$ cat src/rtl/wb_select_if.sv
// Bundle of signals between the memory stage, the write-back select stage
// and the register file. The stage itself connects through the slave modport.
interface wb_select_if #(
    parameter int DATA_W = 32,
    parameter int NSRC   = 3,
    parameter int SEL_W  = 2,
    parameter int REG_AW = 5
);
    // Retiring instruction from the memory stage
    logic                     in_valid;
    logic                     in_ready;
    logic [SEL_W-1:0]         sel;
    logic [NSRC*DATA_W-1:0]   src_data;
    logic [REG_AW-1:0]        rd_addr;
    logic                     reg_write;
    logic                     flush;

    // Load response
    logic                     mem_rsp_valid;
    logic [DATA_W-1:0]        mem_rsp_data;

    // Toward the register file
    logic                     wb_valid;
    logic                     wb_we;
    logic [REG_AW-1:0]        wb_addr;
    logic [DATA_W-1:0]        wb_data;
    logic                     wb_err;

    modport master (
        output in_valid, sel, src_data, rd_addr, reg_write, flush,
               mem_rsp_valid, mem_rsp_data,
        input  in_ready, wb_valid, wb_we, wb_addr, wb_data, wb_err
    );

    modport slave (
        input  in_valid, sel, src_data, rd_addr, reg_write, flush,
               mem_rsp_valid, mem_rsp_data,
        output in_ready, wb_valid, wb_we, wb_addr, wb_data, wb_err
    );
endinterface

$ cat src/rtl/wb_select_stage.sv
// Registered write-back select stage. Picks one of NSRC result sources for
// the retiring instruction and registers data/address/write-enable toward
// the register file. When the load source is selected for a register write,
// the stage holds the instruction until the memory response arrives, or
// forces an error retire after TIMEOUT cycles of waiting.
module wb_select_stage #(
    parameter int DATA_W  = 32,
    parameter int NSRC    = 3,
    parameter int SEL_W   = 2,
    parameter int REG_AW  = 5,
    parameter int MEM_IDX = 1,
    parameter int TIMEOUT = 16
) (
    input  logic       clk,
    input  logic       rst_n,
    wb_select_if.slave bus
);

    // Counter must be able to hold TIMEOUT-1, the last waiting cycle index.
    localparam int CNT_W = (TIMEOUT > 1) ? $clog2(TIMEOUT) : 1;

    typedef enum logic {
        IDLE     = 1'b0,
        WAIT_MEM = 1'b1
    } state_t;

    state_t              state_q,     state_d;
    logic [CNT_W-1:0]    cnt_q,       cnt_d;
    logic [REG_AW-1:0]   pend_addr_q, pend_addr_d;

    logic                wb_valid_q,  wb_valid_d;
    logic                wb_we_q,     wb_we_d;
    logic [REG_AW-1:0]   wb_addr_q,   wb_addr_d;
    logic [DATA_W-1:0]   wb_data_q,   wb_data_d;
    logic                wb_err_q,    wb_err_d;

    logic                in_ready;
    logic                accept;
    logic                is_load;
    logic                last_wait;

    // Source mux; a select beyond the populated sources yields zero.
    function automatic logic [DATA_W-1:0] pick_source(
        input logic [SEL_W-1:0]       s,
        input logic [NSRC*DATA_W-1:0] flat
    );
        logic [DATA_W-1:0] r;
        r = '0;
        for (int i = 0; i < NSRC; i++) begin
            if (s == SEL_W'(i)) begin
                r = flat[i*DATA_W +: DATA_W];
            end
        end
        return r;
    endfunction

    // Ready only looks at state and flush, so the upstream stage never sees
    // a path from its own valid/data back into ready.
    assign in_ready  = (state_q == IDLE) && !bus.flush;
    assign accept    = bus.in_valid && in_ready;
    assign is_load   = (bus.sel == SEL_W'(MEM_IDX)) && bus.reg_write;
    assign last_wait = (cnt_q == CNT_W'(TIMEOUT - 1));

    // Next-state and next-output logic for the accept/wait controller.
    always_comb begin
        state_d     = state_q;
        cnt_d       = cnt_q;
        pend_addr_d = pend_addr_q;
        wb_valid_d  = 1'b0;
        wb_err_d    = 1'b0;
        wb_we_d     = wb_we_q;
        wb_addr_d   = wb_addr_q;
        wb_data_d   = wb_data_q;

        case (state_q)
            IDLE: begin
                if (accept) begin
                    if (is_load) begin
                        state_d     = WAIT_MEM;
                        cnt_d       = '0;
                        pend_addr_d = bus.rd_addr;
                    end else begin
                        wb_valid_d = 1'b1;
                        wb_we_d    = bus.reg_write;
                        wb_addr_d  = bus.rd_addr;
                        wb_data_d  = pick_source(bus.sel, bus.src_data);
                    end
                end
            end

            WAIT_MEM: begin
                if (bus.flush) begin
                    // Killed load: drop it without any retire pulse.
                    state_d = IDLE;
                    cnt_d   = '0;
                end else if (bus.mem_rsp_valid) begin
                    state_d    = IDLE;
                    cnt_d      = '0;
                    wb_valid_d = 1'b1;
                    wb_we_d    = 1'b1;
                    wb_addr_d  = pend_addr_q;
                    wb_data_d  = bus.mem_rsp_data;
                end else if (last_wait) begin
                    // Retire without writing so the pipeline keeps moving;
                    // the address still names the instruction that failed.
                    state_d    = IDLE;
                    cnt_d      = '0;
                    wb_valid_d = 1'b1;
                    wb_we_d    = 1'b0;
                    wb_addr_d  = pend_addr_q;
                    wb_data_d  = '0;
                    wb_err_d   = 1'b1;
                end else begin
                    cnt_d = cnt_q + CNT_W'(1);
                end
            end

            default: begin
                state_d = IDLE;
                cnt_d   = '0;
            end
        endcase
    end

    // Controller state, wait counter and latched load destination.
    always_ff @(posedge clk or negedge rst_n) begin
        if (!rst_n) begin
            state_q     <= IDLE;
            cnt_q       <= '0;
            pend_addr_q <= '0;
        end else begin
            state_q     <= state_d;
            cnt_q       <= cnt_d;
            pend_addr_q <= pend_addr_d;
        end
    end

    // Registered write-back outputs; data fields hold between retires.
    always_ff @(posedge clk or negedge rst_n) begin
        if (!rst_n) begin
            wb_valid_q <= 1'b0;
            wb_we_q    <= 1'b0;
            wb_addr_q  <= '0;
            wb_data_q  <= '0;
            wb_err_q   <= 1'b0;
        end else begin
            wb_valid_q <= wb_valid_d;
            wb_we_q    <= wb_we_d;
            wb_addr_q  <= wb_addr_d;
            wb_data_q  <= wb_data_d;
            wb_err_q   <= wb_err_d;
        end
    end

    assign bus.in_ready = in_ready;
    assign bus.wb_valid = wb_valid_q;
    assign bus.wb_we    = wb_we_q;
    assign bus.wb_addr  = wb_addr_q;
    assign bus.wb_data  = wb_data_q;
    assign bus.wb_err   = wb_err_q;

endmodule

$ cat src/flat_wrapper.sv
// flat-port wrapper written by rule: the top's interface ports become plain ports
module wb_select_stage_flat 
#(
    parameter int DATA_W  = 32,
    parameter int NSRC    = 3,
    parameter int SEL_W   = 2,
    parameter int REG_AW  = 5,
    parameter int MEM_IDX = 1,
    parameter int TIMEOUT = 16
)
  (clk, rst_n, bus_in_valid, bus_sel, bus_src_data, bus_rd_addr, bus_reg_write, bus_flush, bus_mem_rsp_valid, bus_mem_rsp_data, bus_in_ready, bus_wb_valid, bus_wb_we, bus_wb_addr, bus_wb_data, bus_wb_err);
  wb_select_if #(.DATA_W(DATA_W), .NSRC(NSRC), .SEL_W(SEL_W), .REG_AW(REG_AW)) bus_i ();
  input  logic clk;
  input  logic rst_n;
  input wire logic [$bits(bus_i.in_valid)-1:0] bus_in_valid;
  input wire logic [$bits(bus_i.sel)-1:0] bus_sel;
  input wire logic [$bits(bus_i.src_data)-1:0] bus_src_data;
  input wire logic [$bits(bus_i.rd_addr)-1:0] bus_rd_addr;
  input wire logic [$bits(bus_i.reg_write)-1:0] bus_reg_write;
  input wire logic [$bits(bus_i.flush)-1:0] bus_flush;
  input wire logic [$bits(bus_i.mem_rsp_valid)-1:0] bus_mem_rsp_valid;
  input wire logic [$bits(bus_i.mem_rsp_data)-1:0] bus_mem_rsp_data;
  output wire logic [$bits(bus_i.in_ready)-1:0] bus_in_ready;
  output wire logic [$bits(bus_i.wb_valid)-1:0] bus_wb_valid;
  output wire logic [$bits(bus_i.wb_we)-1:0] bus_wb_we;
  output wire logic [$bits(bus_i.wb_addr)-1:0] bus_wb_addr;
  output wire logic [$bits(bus_i.wb_data)-1:0] bus_wb_data;
  output wire logic [$bits(bus_i.wb_err)-1:0] bus_wb_err;
  assign bus_i.in_valid = bus_in_valid;
  assign bus_i.sel = bus_sel;
  assign bus_i.src_data = bus_src_data;
  assign bus_i.rd_addr = bus_rd_addr;
  assign bus_i.reg_write = bus_reg_write;
  assign bus_i.flush = bus_flush;
  assign bus_i.mem_rsp_valid = bus_mem_rsp_valid;
  assign bus_i.mem_rsp_data = bus_mem_rsp_data;
  assign bus_in_ready = bus_i.in_ready;
  assign bus_wb_valid = bus_i.wb_valid;
  assign bus_wb_we = bus_i.wb_we;
  assign bus_wb_addr = bus_i.wb_addr;
  assign bus_wb_data = bus_i.wb_data;
  assign bus_wb_err = bus_i.wb_err;
  wb_select_stage #(.DATA_W(DATA_W), .NSRC(NSRC), .SEL_W(SEL_W), .REG_AW(REG_AW), .MEM_IDX(MEM_IDX), .TIMEOUT(TIMEOUT)) u_core (.clk(clk), .rst_n(rst_n), .bus(bus_i));
endmodule
$ cat config.mk
export PLATFORM = sky130hd
export DESIGN_NAME = wb_select_stage_flat
export DESIGN_NICKNAME = d
export VERILOG_FILES = /design/src/rtl/wb_select_if.sv /design/src/rtl/wb_select_stage.sv /design/src/flat_wrapper.sv
export SDC_FILE = /design/constraint.sdc
export NUM_CORES = 1
export LEC_CHECK = 0
export CAP_MARGIN = 20
export CORE_MARGIN = 4
export CORE_UTILIZATION = 42
export CTS_BUF_LIST = sky130_fd_sc_hd__clkbuf_4
export CTS_CLUSTER_SIZE = 25
export DETAILED_ROUTE_END_ITERATION = 10
export GPL_TIMING_DRIVEN = 0
export PLACE_DENSITY = 0.95
export REMOVE_ABC_BUFFERS = 1
export SETUP_SLACK_MARGIN = 0.02
export SLEW_MARGIN = 5
export SYNTH_ARGS = -nofsm -noshare
export SYNTH_HDL_FRONTEND = slang
export SYNTH_SLANG_ARGS = --single-unit
export TNS_END_PERCENT = 5
$ cat constraint.sdc
create_clock -name clk -period 2.73 [get_ports clk]
set_input_delay 0.546 -clock clk [delete_from_list [all_inputs] [get_ports clk]]
set_output_delay 0.546 -clock clk [all_outputs]
set_load 0.01 [all_outputs]
==> results.py, run 1 <==
metrics = {
    "grt": {
        "grt_pass1_vias": 3249,
        "grt_usage_pct": 22.14,
        "antenna_found_initial": 0,
        "grt_overflow": 0,
        "grt_first_pass_wirelength_mm": 15.25,
        "grt_max_degree": 43,
    },
    "cts": {
        "post_cts_buffers": 0,
        "root_buffer": "clkbuf_4",
        "path_clk_slew_ns": 0.13,
        "cts_tree": "done",
        "cts_hold_buf": 0,
        "cts_made_buffers": 5,
        "h-tree-depth": 2,
        "cts_sinks": 50,
        "post_cts_resized": 0,
        "clockBufferDepth": 2,
        "clk_latency_ns": 0.34,
    },
    "logic_synthesis": {
        "yosysTopAreaCell": "dfrtp_1",
        "synthTopCellsByCount": "dfrtp_1 (50), nor2_1 (42), a21oi_1 (40)",
        "synth_compound_area_share_pct": 22.33,
        "synth-main-ff-cell": "dfrtp_1",
        "synthAdderAreaFrac_pct": 0.4189,
        "ys_seq_elements": 50,
        "synth_edf_count": 0,
        "postSynth.asyncResetShare_pct": 100.0,
        "yosysUniqueCellTypes": 26,
        "seq_area_frac_synth_pct": 41.89,
        "ys_warn_count": 0,
        "yosysMostFrequentCell": "dfrtp_1",
        "syn_area_sq_um": 2987,
        "synthTopCellsByArea": "dfrtp_1 (42%), mux2i_1 (12%), a22oi_1 (8.0%)",
        "synth_top_family_by_area": "compound AO/OA/AOI/OAI gates",
        "synth_top_area_share_pct": 41.89,
        "synth_xor_area_share_pct": 0,
        "netlist_instances": 325,
        "synthSimpleGateAreaFrac_pct": 15.67,
        "synth_mux_area_share_pct": 14.29,
        "avgSynthCellArea_sq_um": 9.190,
    },
    "cells_and_area": {
        "area_growth_pct": 65.86,
        "final_util_pct": 72.11,
        "fin_nets": 631,
        "n_antenna_cell": 0,
        "drive_above_1_share_pct": 4.694,
    },
    "status": {
        "status": "complete, no violations",
    },
    "setup_path": {
        "setup.worst_path.end": "u_core.bus.wb_data[29]$_DFFE_PN0P_",
        "crit_required_ns": 3.00,
        "endpoint_kind": "register",
        "regToRegEndpoint": "u_core.bus.wb_data[29]$_DFFE_PN0P_",
        "r2r_start": "u_core.state_q$_DFF_PN0_",
        "startpoint": "bus_in_valid",
        "rr_worst_depth": 5,
        "worstPathArrival_ns": 2.68,
        "r2r_slack_ns": 0.36,
        "crit_path_start_kind": "input pin",
        "path_max_fanout": 41,
        "critPathKind": "input pin to register",
    },
    "route": {
        "drc_errors": 0,
        "vias_per_cell": 5.338,
        "wirelength_mm": 9.651,
        "antenna_left": 0,
        "wire_per_inst_microns": 16.47,
        "drtPass1Iterations": 7,
        "drtIter0Drc": 97,
        "vias": 3128,
    },
    "floorplanning": {
        "core.rowCount": 30,
        "die_width_microns": 92.33,
        "start_util_pct": 43.48,
        "core-area_sq_um": 6869,
        "die_h_microns": 92.33,
        "io_pins": 182,
        "dieArea_sq_um": 8524,
    },
    "power": {
        "p_total_mw": 2.061,
        "cellLeakagePower_nw": 2.014,
        "ir_worst_vdd_mv": 0.2379,
        "power_density_nw_per_um2": 416.1,
    },
    "sta": {
        "fin_crit_sh_pct": 88.20,
        "skew_ns": 0.002507,
        "setup_viol": 0,
        "fin_tns_setup_ns": 0,
        "slew_violations": 0,
        "min_period_ns": 2.408,
        "hold_viol": 0,
        "fmax_mhz": 415.3,
        "whs_ns": 0.1825,
        "tightest_slew_ns": 0.9556,
        "slew-limit-headroom_pct": 36.29,
        "fin_ws_ns": 0.3222,
        "rsz0062_at_grt": "no",
    },
    "worst_hold_path": {
        "holdCritPathClass": "input pin to asynchronous set/reset pin",
    },
    "placement": {
        "gp_congestion": 0.7850,
        "port_buffers": 181,
        "pre_cts_ws_ns": -0.02615,
        "dpl.hpwl_mm": 7.806,
    },
    "job": {
        "cap_violations": 0,
    },
}
metal layers:
layer  global-route usage, %  wire [microns]
met3                   5.686             699
met4                   6.807             229
met2                   43.56            5356
met1                   22.46            3365
met5                       0               0
kinds of logic after synthesis:
logic type                 count (synthesis)
muxes                                     42
DFF                                       50
AOI/OAI and AO/OA                        114
adders and majority gates                  1
buffers and inverters                     32
and+or+nand+nor                           86
cell type report:
cell class	count	area (sq um)
repair buffers	187	1939
clock buffers	6	45.04
flip-flops and latches	50	1251
clock inverters	2	8.758
multi-input cells	243	1582
inverters	2	7.507
fillers	518	1916
well taps	96	120.1
sequential cells by signal, summed over array words and instances, names as in the netlist:
name and count:
u_core.bus.wb_addr 5, u_core.bus.wb_data 32, u_core.bus.wb_err 1, u_core.bus.wb_valid 1
u_core.bus.wb_we 1, u_core.cnt_q 4, u_core.pend_addr_q 5, u_core.state_q 1
how the worst min path moves through the flow:
stage	start	end	slack, ns	cells past startpoint
after floorplan	rst_n	u_core.bus.wb_addr[0]$_DFFE_PN0P_	0.25	0
after detailed placement	u_core.pend_addr_q[0]$_DFFE_PN0P_	u_core.pend_addr_q[0]$_DFFE_PN0P_	0.50	1
after global placement	u_core.pend_addr_q[1]$_DFFE_PN0P_	u_core.pend_addr_q[1]$_DFFE_PN0P_	0.49	1
after CTS	rst_n	u_core.pend_addr_q[4]$_DFFE_PN0P_	0.19	1
after global routing	rst_n	u_core.bus.wb_addr[4]$_DFFE_PN0P_	0.20	1
final	rst_n	u_core.bus.wb_data[19]$_DFFE_PN0P_	0.18	1
per-stage QoR:
stage	cells	area (sq um)
after floorplan	295	2833
after global placement	572	4765
after detailed placement	577	4872
after CTS	585	4926
after global routing	586	4954
final	586	4954
cells in the final DEF, fill, tap and decap left out, types with 4 or more instances in the layout:
cell             synthesis  routed
clkdlybuf4s50_1          0     178
dfrtp_1                 50      50
nor2_1                  42      42
a21oi_1                 40      40
mux2i_1                 37      37
o21ai_0                 37      37
nand3b_1                32      32
a22oi_1                 32      32
clkbuf_4                 0       6
mux2_2                   5       5
nand2_1                  4       4
where the power goes:
part | internal (mW) | total (mW) | switching (mW) | leakage (nW)
sequential | 0.864 | 0.932 | 0.0678 | 0.589
clock | 0.107 | 0.322 | 0.215 | 0.0331
combinational | 0.493 | 0.807 | 0.315 | 1.39
total | 1.46 | 2.06 | 0.597 | 2.01
critical path, cell delays in order:
cell             delay, ns
clkdlybuf4s50_1       0.49
or3b_1                0.39
o22ai_4               0.73
buf_12                0.28
nor2_1                0.06
a21oi_1               0.16
Note: power is estimated with default switching activity, not from simulation.
==> inputs of run 2 (changes only) <==
--- a/config.mk
+++ b/config.mk
@@ -7,12 +7,14 @@
 export LEC_CHECK = 0
 export CAP_MARGIN = 20
 export CORE_MARGIN = 4
-export CORE_UTILIZATION = 42
+export CORE_UTILIZATION = 43
 export CTS_BUF_LIST = sky130_fd_sc_hd__clkbuf_4
 export CTS_CLUSTER_SIZE = 25
 export DETAILED_ROUTE_END_ITERATION = 10
+export DONT_BUFFER_PORTS = 1
+export GPL_ROUTABILITY_DRIVEN = 0
 export GPL_TIMING_DRIVEN = 0
-export PLACE_DENSITY = 0.95
+export PLACE_DENSITY = 0.66
 export REMOVE_ABC_BUFFERS = 1
 export SETUP_SLACK_MARGIN = 0.02
 export SLEW_MARGIN = 5
==> run 2 against run 1 <==
Effect of this change:
- fmax is 22% higher
- routed wire length down 26%
- combinational power down 66%
- first-iteration DRC count decreased by 28%
- sequential power is 8% higher
- register-to-register slack better by 0.40 ns
- global-route usage fell by 5.4 points
- highest routed layer unchanged
==> results.py, run 2 (same netlist as run 1, synthesis figures left out) <==
metrics = {
    "status": {
        "status": "complete, no violations",
    },
    "grt": {
        "grt_first_pass_wirelength_mm": 11.45,
        "grt_pass1_vias": 2277,
        "grt_overflow": 0,
        "grt_max_degree": 66,
        "antenna_found_initial": 0,
        "grt_usage_pct": 16.74,
    },
    "setup_path": {
        "path_depth": 4,
        "critPathBufInv": 1,
        "path_cells": "and2_1, buf_16, a22oi_1, a21oi_1",
        "r2r_slack_ns": 0.76,
        "rr_worst_depth": 4,
        "crit_path_start_kind": "register",
        "slowest_delay_ns": 0.69,
        "path_max_fanout": 19,
        "crit_slowest_cell": "and2_1",
        "critPathKind": "register to register",
        "endpoint_kind": "register",
        "crit_family": "simple AND/OR/NAND/NOR gates",
        "worstPathArrival_ns": 2.26,
        "crit_required_ns": 3.02,
    },
    "sta": {
        "setup_viol": 0,
        "hold_viol": 0,
        "skew_ns": 0.01729,
        "fin_ws_ns": 0.7638,
        "slew-limit-headroom_pct": 49.92,
        "tightest_slew_ns": 0.7512,
        "min_period_ns": 1.966,
        "slew_violations": 0,
        "fin_crit_sh_pct": 72.02,
        "fmax_mhz": 508.6,
        "rsz0062_at_grt": "no",
    },
    "cells_and_area": {
        "fin_nets": 449,
        "largest_reg_flops": 32,
        "drive_above_1_share_pct": 6.169,
        "area_growth_pct": 4.189,
        "fillerInstances": 659,
        "fin_area_sq_um": 3112,
        "final_common_cell": "dfrtp_1",
        "multiInputGateArea_sq_um": 1582,
        "regArea_sq_um": 1251,
        "n_antenna_cell": 0,
        "mostFrequentLayoutCells": "dfrtp_1 (50), nor2_1 (42), a21oi_1 (40)",
    },
    "route": {
        "vias": 2427,
        "drtPass1Iterations": 5,
        "vias_per_cell": 6.255,
        "wire_per_inst_microns": 18.46,
        "antenna_left": 0,
        "drc_errors": 0,
        "wirelength_mm": 7.162,
        "drtIter0Drc": 70,
    },
    "floorplanning": {
        "io_pins": 182,
        "die_h_microns": 91.34,
        "dieArea_sq_um": 8343,
        "die_width_microns": 91.34,
        "core.rowCount": 30,
        "core-area_sq_um": 6756,
        "start_util_pct": 44.20,
    },
    "cts": {
        "path_clk_slew_ns": 0.14,
        "cts_made_buffers": 5,
        "clockBufferDepth": 2,
        "cts_tree": "done",
        "root_buffer": "clkbuf_4",
        "cts_sinks": 50,
        "h-tree-depth": 2,
        "clk_latency_ns": 0.35,
    },
    "job": {
        "cap_violations": 0,
    },
    "placement": {
        "dpl_cell_area_sq_um": 3015,
        "port_buffers": 0,
        "pre_cts_ws_ns": 0.6882,
        "dpl.hpwl_mm": 5.312,
    },
    "power": {
        "cellLeakagePower_nw": 1.291,
        "power_density_nw_per_um2": 518.3,
        "ir_worst_vdd_mv": 0.2121,
    },
    "worst_hold_path": {
        "holdCritPathClass": "input pin to asynchronous set/reset pin",
    },
}
==> run 2: worst paths after layout <==
check | start | endpoint
worst max register to register | u_core.state_q$_DFF_PN0_ | u_core.bus.wb_data[9]$_DFFE_PN0P_
worst max-delay path | u_core.state_q$_DFF_PN0_ | u_core.bus.wb_data[9]$_DFFE_PN0P_
worst min-delay path | rst_n | u_core.bus.wb_valid$_DFF_PN0_
min in group clk | bus_rd_addr[4] | u_core.pend_addr_q[4]$_DFFE_PN0P_
worst min register to register | u_core.pend_addr_q[4]$_DFFE_PN0P_ | u_core.pend_addr_q[4]$_DFFE_PN0P_
max in group asynchronous | rst_n | u_core.bus.wb_data[15]$_DFFE_PN0P_
==> run 2: worst register-to-register path: cells and delay by family (launching register included) <==
kind            cells  cell delay (ns)
compound gates      2             0.29
flops               1             0.68
simple gates        1             0.70
buf+inv             1             0.23
==> run 2: per-stage QoR <==
step | TNS [ns] | instances | utilization, % | power (mW) | hold WS, ns
final | 0 | 388 | 46.06 | 1.613 | 0.02242
after global routing | 0 | 388 | 46.06 | 1.729 | 0.005732
after CTS | 0 | 387 | 45.83 | 1.639 | 0.01619
after detailed placement | 0 | 378 | 44.63 | 1.291 | 0.2512
after global placement | -25.77 | 375 | 43.41 | 1.268 | 0.2514
after floorplan | -0.8226 | 295 | - | 1.211 | 0.2504
==> run 2: timing repair <==
item | CTS | global route
resized for setup | 0 | 0
hold buffers | 1 | 0
endpoints found under the hold margin | 50 | 0
setup buffers | 0 | 0
==> run 2: routing by layer <==
| layer | global-route usage, % | routed length [microns] | vias to the layer above |
|---|---|---|---|
| li1 | - | - | 1151 |
| met1 | 19.50 | 2752 | 1144 |
| met2 | 29.25 | 3712 | 121 |
| met3 | 5.302 | 587 | 11 |
| met4 | 5.151 | 109 | 0 |
| met5 | 0 | 0 | - |
==> run 2: report_power, final <==
group	switching, mW	internal, mW
Sequential	0.143	0.864
Combinational	0.132	0.146
Clock	0.220	0.107
Total	0.495	1.12
==> run 2: layout make-up <==
class / count / share of cell area (%)
multi-input combinational: 243 / 50.82
sequential: 50 / 40.21
timing repair buffer: 5 / 3.780
tap: 80 / 3.217
clock buffer: 6 / 1.448
clock inverter: 2 / 0.2815
inverter: 2 / 0.2413
==> inputs of run 3 (changes only) <==
--- a/config.mk
+++ b/config.mk
@@ -14,7 +14,7 @@
 export DONT_BUFFER_PORTS = 1
 export GPL_ROUTABILITY_DRIVEN = 0
 export GPL_TIMING_DRIVEN = 0
-export PLACE_DENSITY = 0.66
+export PLACE_DENSITY = 0.68
 export REMOVE_ABC_BUFFERS = 1
 export SETUP_SLACK_MARGIN = 0.02
 export SLEW_MARGIN = 5
==> constraint.sdc (replaced) <==
create_clock -name clk -period 1.6 [get_ports clk]
set_input_delay 0.32 -clock clk [delete_from_list [all_inputs] [get_ports clk]]
set_output_delay 0.32 -clock clk [all_outputs]
set_load 0.01 [all_outputs]
==> run 3 against run 2 <==
Effect of this change:
- the flow now finishes with violations (setup timing)
- worst setup slack worse by 0.79 ns
- global-route usage up 2.0 points
- cell area up 10%
- count of clock-buffer cells in the layout down 1
- clock power rose to 2.7 times the previous value
- first-iteration DRC count up 100%
- total power up 99%
- largest power group unchanged
==> results.py, run 3 (same netlist as run 1, synthesis figures left out) <==
metrics = {
    "status": {
        "status": "finished with violations",
        "violations": "setup timing",
    },
    "grt": {
        "grt_use_met1_pct": 22.22,
        "grt_overflow": 0,
        "use_met2_pct": 33.54,
        "grt_usage_pct": 18.76,
        "met3_usage_pct": 4.474,
        "top_usage_layer": "met2",
        "grt_first_pass_wirelength_mm": 12.80,
        "antenna_found_initial": 0,
        "grt_pass1_vias": 2533,
        "grt_max_degree": 66,
    },
    "cells_and_area": {
        "final_common_cell": "dfrtp_1",
        "drive_above_1_share_pct": 17.28,
        "area_growth_pct": 15.00,
        "fin_nets": 465,
        "final_util_pct": 50.83,
        "largest_reg_flops": 32,
        "stdcell_count": 404,
        "mostFrequentLayoutCells": "dfrtp_1 (49), mux2i_1 (37), o21ai_0 (36)",
        "n_antenna_cell": 0,
    },
    "setup_path": {
        "crit_path_start_kind": "register",
        "path_cells": "or3b_4, o22ai_4, buf_12, buf_8, nor2_1, a21oi_1",
        "worstPathArrival_ns": 1.91,
        "endpoint_kind": "register",
        "path_max_fanout": 8,
        "crit_required_ns": 1.89,
        "critPathKind": "register to register",
        "path_depth": 6,
        "critPathBufInv": 2,
        "crit_family": "flip-flops",
        "slowest_delay_ns": 0.47,
        "rr_worst_depth": 6,
        "crit_slowest_cell": "dfrtp_2",
    },
    "cts": {
        "cts_made_buffers": 5,
        "path_clk_slew_ns": 0.15,
        "clockBufferDepth": 2,
        "cts_tree": "done",
        "clk_latency_ns": 0.37,
        "h-tree-depth": 2,
        "root_buffer": "clkbuf_4",
        "cts_sinks": 50,
    },
    "sta": {
        "min_period_ns": 1.624,
        "hold_viol": 0,
        "setup_viol": 16,
        "tightest_slew_ns": 0.4356,
        "rsz0062_at_grt": "yes",
        "skew_ns": 0.01125,
        "fin_crit_sh_pct": 101.5,
        "slew_violations": 0,
        "fmax_mhz": 615.7,
        "slew-limit-headroom_pct": 70.90,
        "fin_ws_ns": -0.02425,
    },
    "floorplanning": {
        "core-area_sq_um": 6756,
        "die_width_microns": 91.34,
        "die_h_microns": 91.34,
        "core.rowCount": 30,
        "start_util_pct": 44.20,
        "io_pins": 182,
        "dieArea_sq_um": 8343,
    },
    "job": {
        "cap_violations": 0,
    },
    "placement": {
        "dpl.hpwl_mm": 5.567,
        "port_buffers": 0,
        "pre_cts_ws_ns": -0.4027,
        "dp_cells": 378,
    },
    "route": {
        "drtPass1Iterations": 4,
        "vias_per_cell": 6.329,
        "drtIter0Drc": 143,
        "wirelength_mm": 8.724,
        "drc_errors": 0,
        "vias": 2557,
        "antenna_left": 0,
        "wire_per_inst_microns": 21.59,
    },
    "worst_hold_path": {
        "min_path_cells": 1,
        "holdCritPathClass": "input pin to register",
    },
    "power": {
        "power_density_nw_per_um2": 935.6,
        "cellLeakagePower_nw": 1.417,
        "ir_worst_vdd_mv": 0.3470,
    },
}
==> run 3: path summary, 6_finish.rpt <==
path,start,to,slack [ns]
min,bus_rd_addr[0],u_core.pend_addr_q[0]$_DFFE_PN0P_,0.08
min reg2reg,u_core.pend_addr_q[2]$_DFFE_PN0P_,u_core.pend_addr_q[2]$_DFFE_PN0P_,0.53
min in group asynchronous,rst_n,u_core.bus.wb_valid$_DFF_PN0_,0.42
max reg2reg,u_core.state_q$_DFF_PN0_,u_core.bus.wb_data[23]$_DFFE_PN0P_,-0.02
max in group asynchronous,rst_n,u_core.state_q$_DFF_PN0_,0.90
max,u_core.state_q$_DFF_PN0_,u_core.bus.wb_data[23]$_DFFE_PN0P_,-0.02
==> run 3: per-layer routing <==
metal  part of all wire [%]  wire, microns
met5                      0              0
met4                    1.7            147
met3                    6.8            597
met2                     53           4603
met1                     39           3375
==> run 3: final cells by class <==
type                    count  area, sq um
inverters                   2        11.26
well taps                  80        100.1
clock inverters             3        63.81
fillers                   623         3322
clock buffers               5        37.54
repair inverters            1        7.507
multi-input cells         243         1658
repair buffers             20        304.0
flip-flops and latches     50         1252
==> run 3: through the flow <==
stage / setup TNS [ns] / cell area, sq um / total power [mW] / hold slack [ns]
2_1_floorplan: -44.87 / 2833 / 2.066 / 0.02441
3_3_place_gp: -70.76 / 2933 / 2.165 / 0.02538
3_5_place_dp: -13.28 / 2995 / 2.206 / 0.02539
4_1_cts: -2.397 / 3259 / 3.163 / 0.07531
5_1_grt: -2.246 / 3435 / 3.395 / 0.05274
6_report: -0.1672 / 3435 / 3.213 / 0.08451
==> run 3: power by group <==
group / internal, mW / total [mW] / switching (mW)
combinational: 0.319 / 0.598 / 0.279
clock: 0.482 / 0.886 / 0.404
sequential: 1.47 / 1.73 / 0.255
total: 2.28 / 3.21 / 0.938
==> run 3: repair_timing <==
item                       CTS  global route
hold endpoints to repair    50             0
setup buffers                9             2
resized for setup            9            24
hold buffers                 2             0
setup endpoints to repair   46            43
cloned                       1             4
pin swaps                    3             2
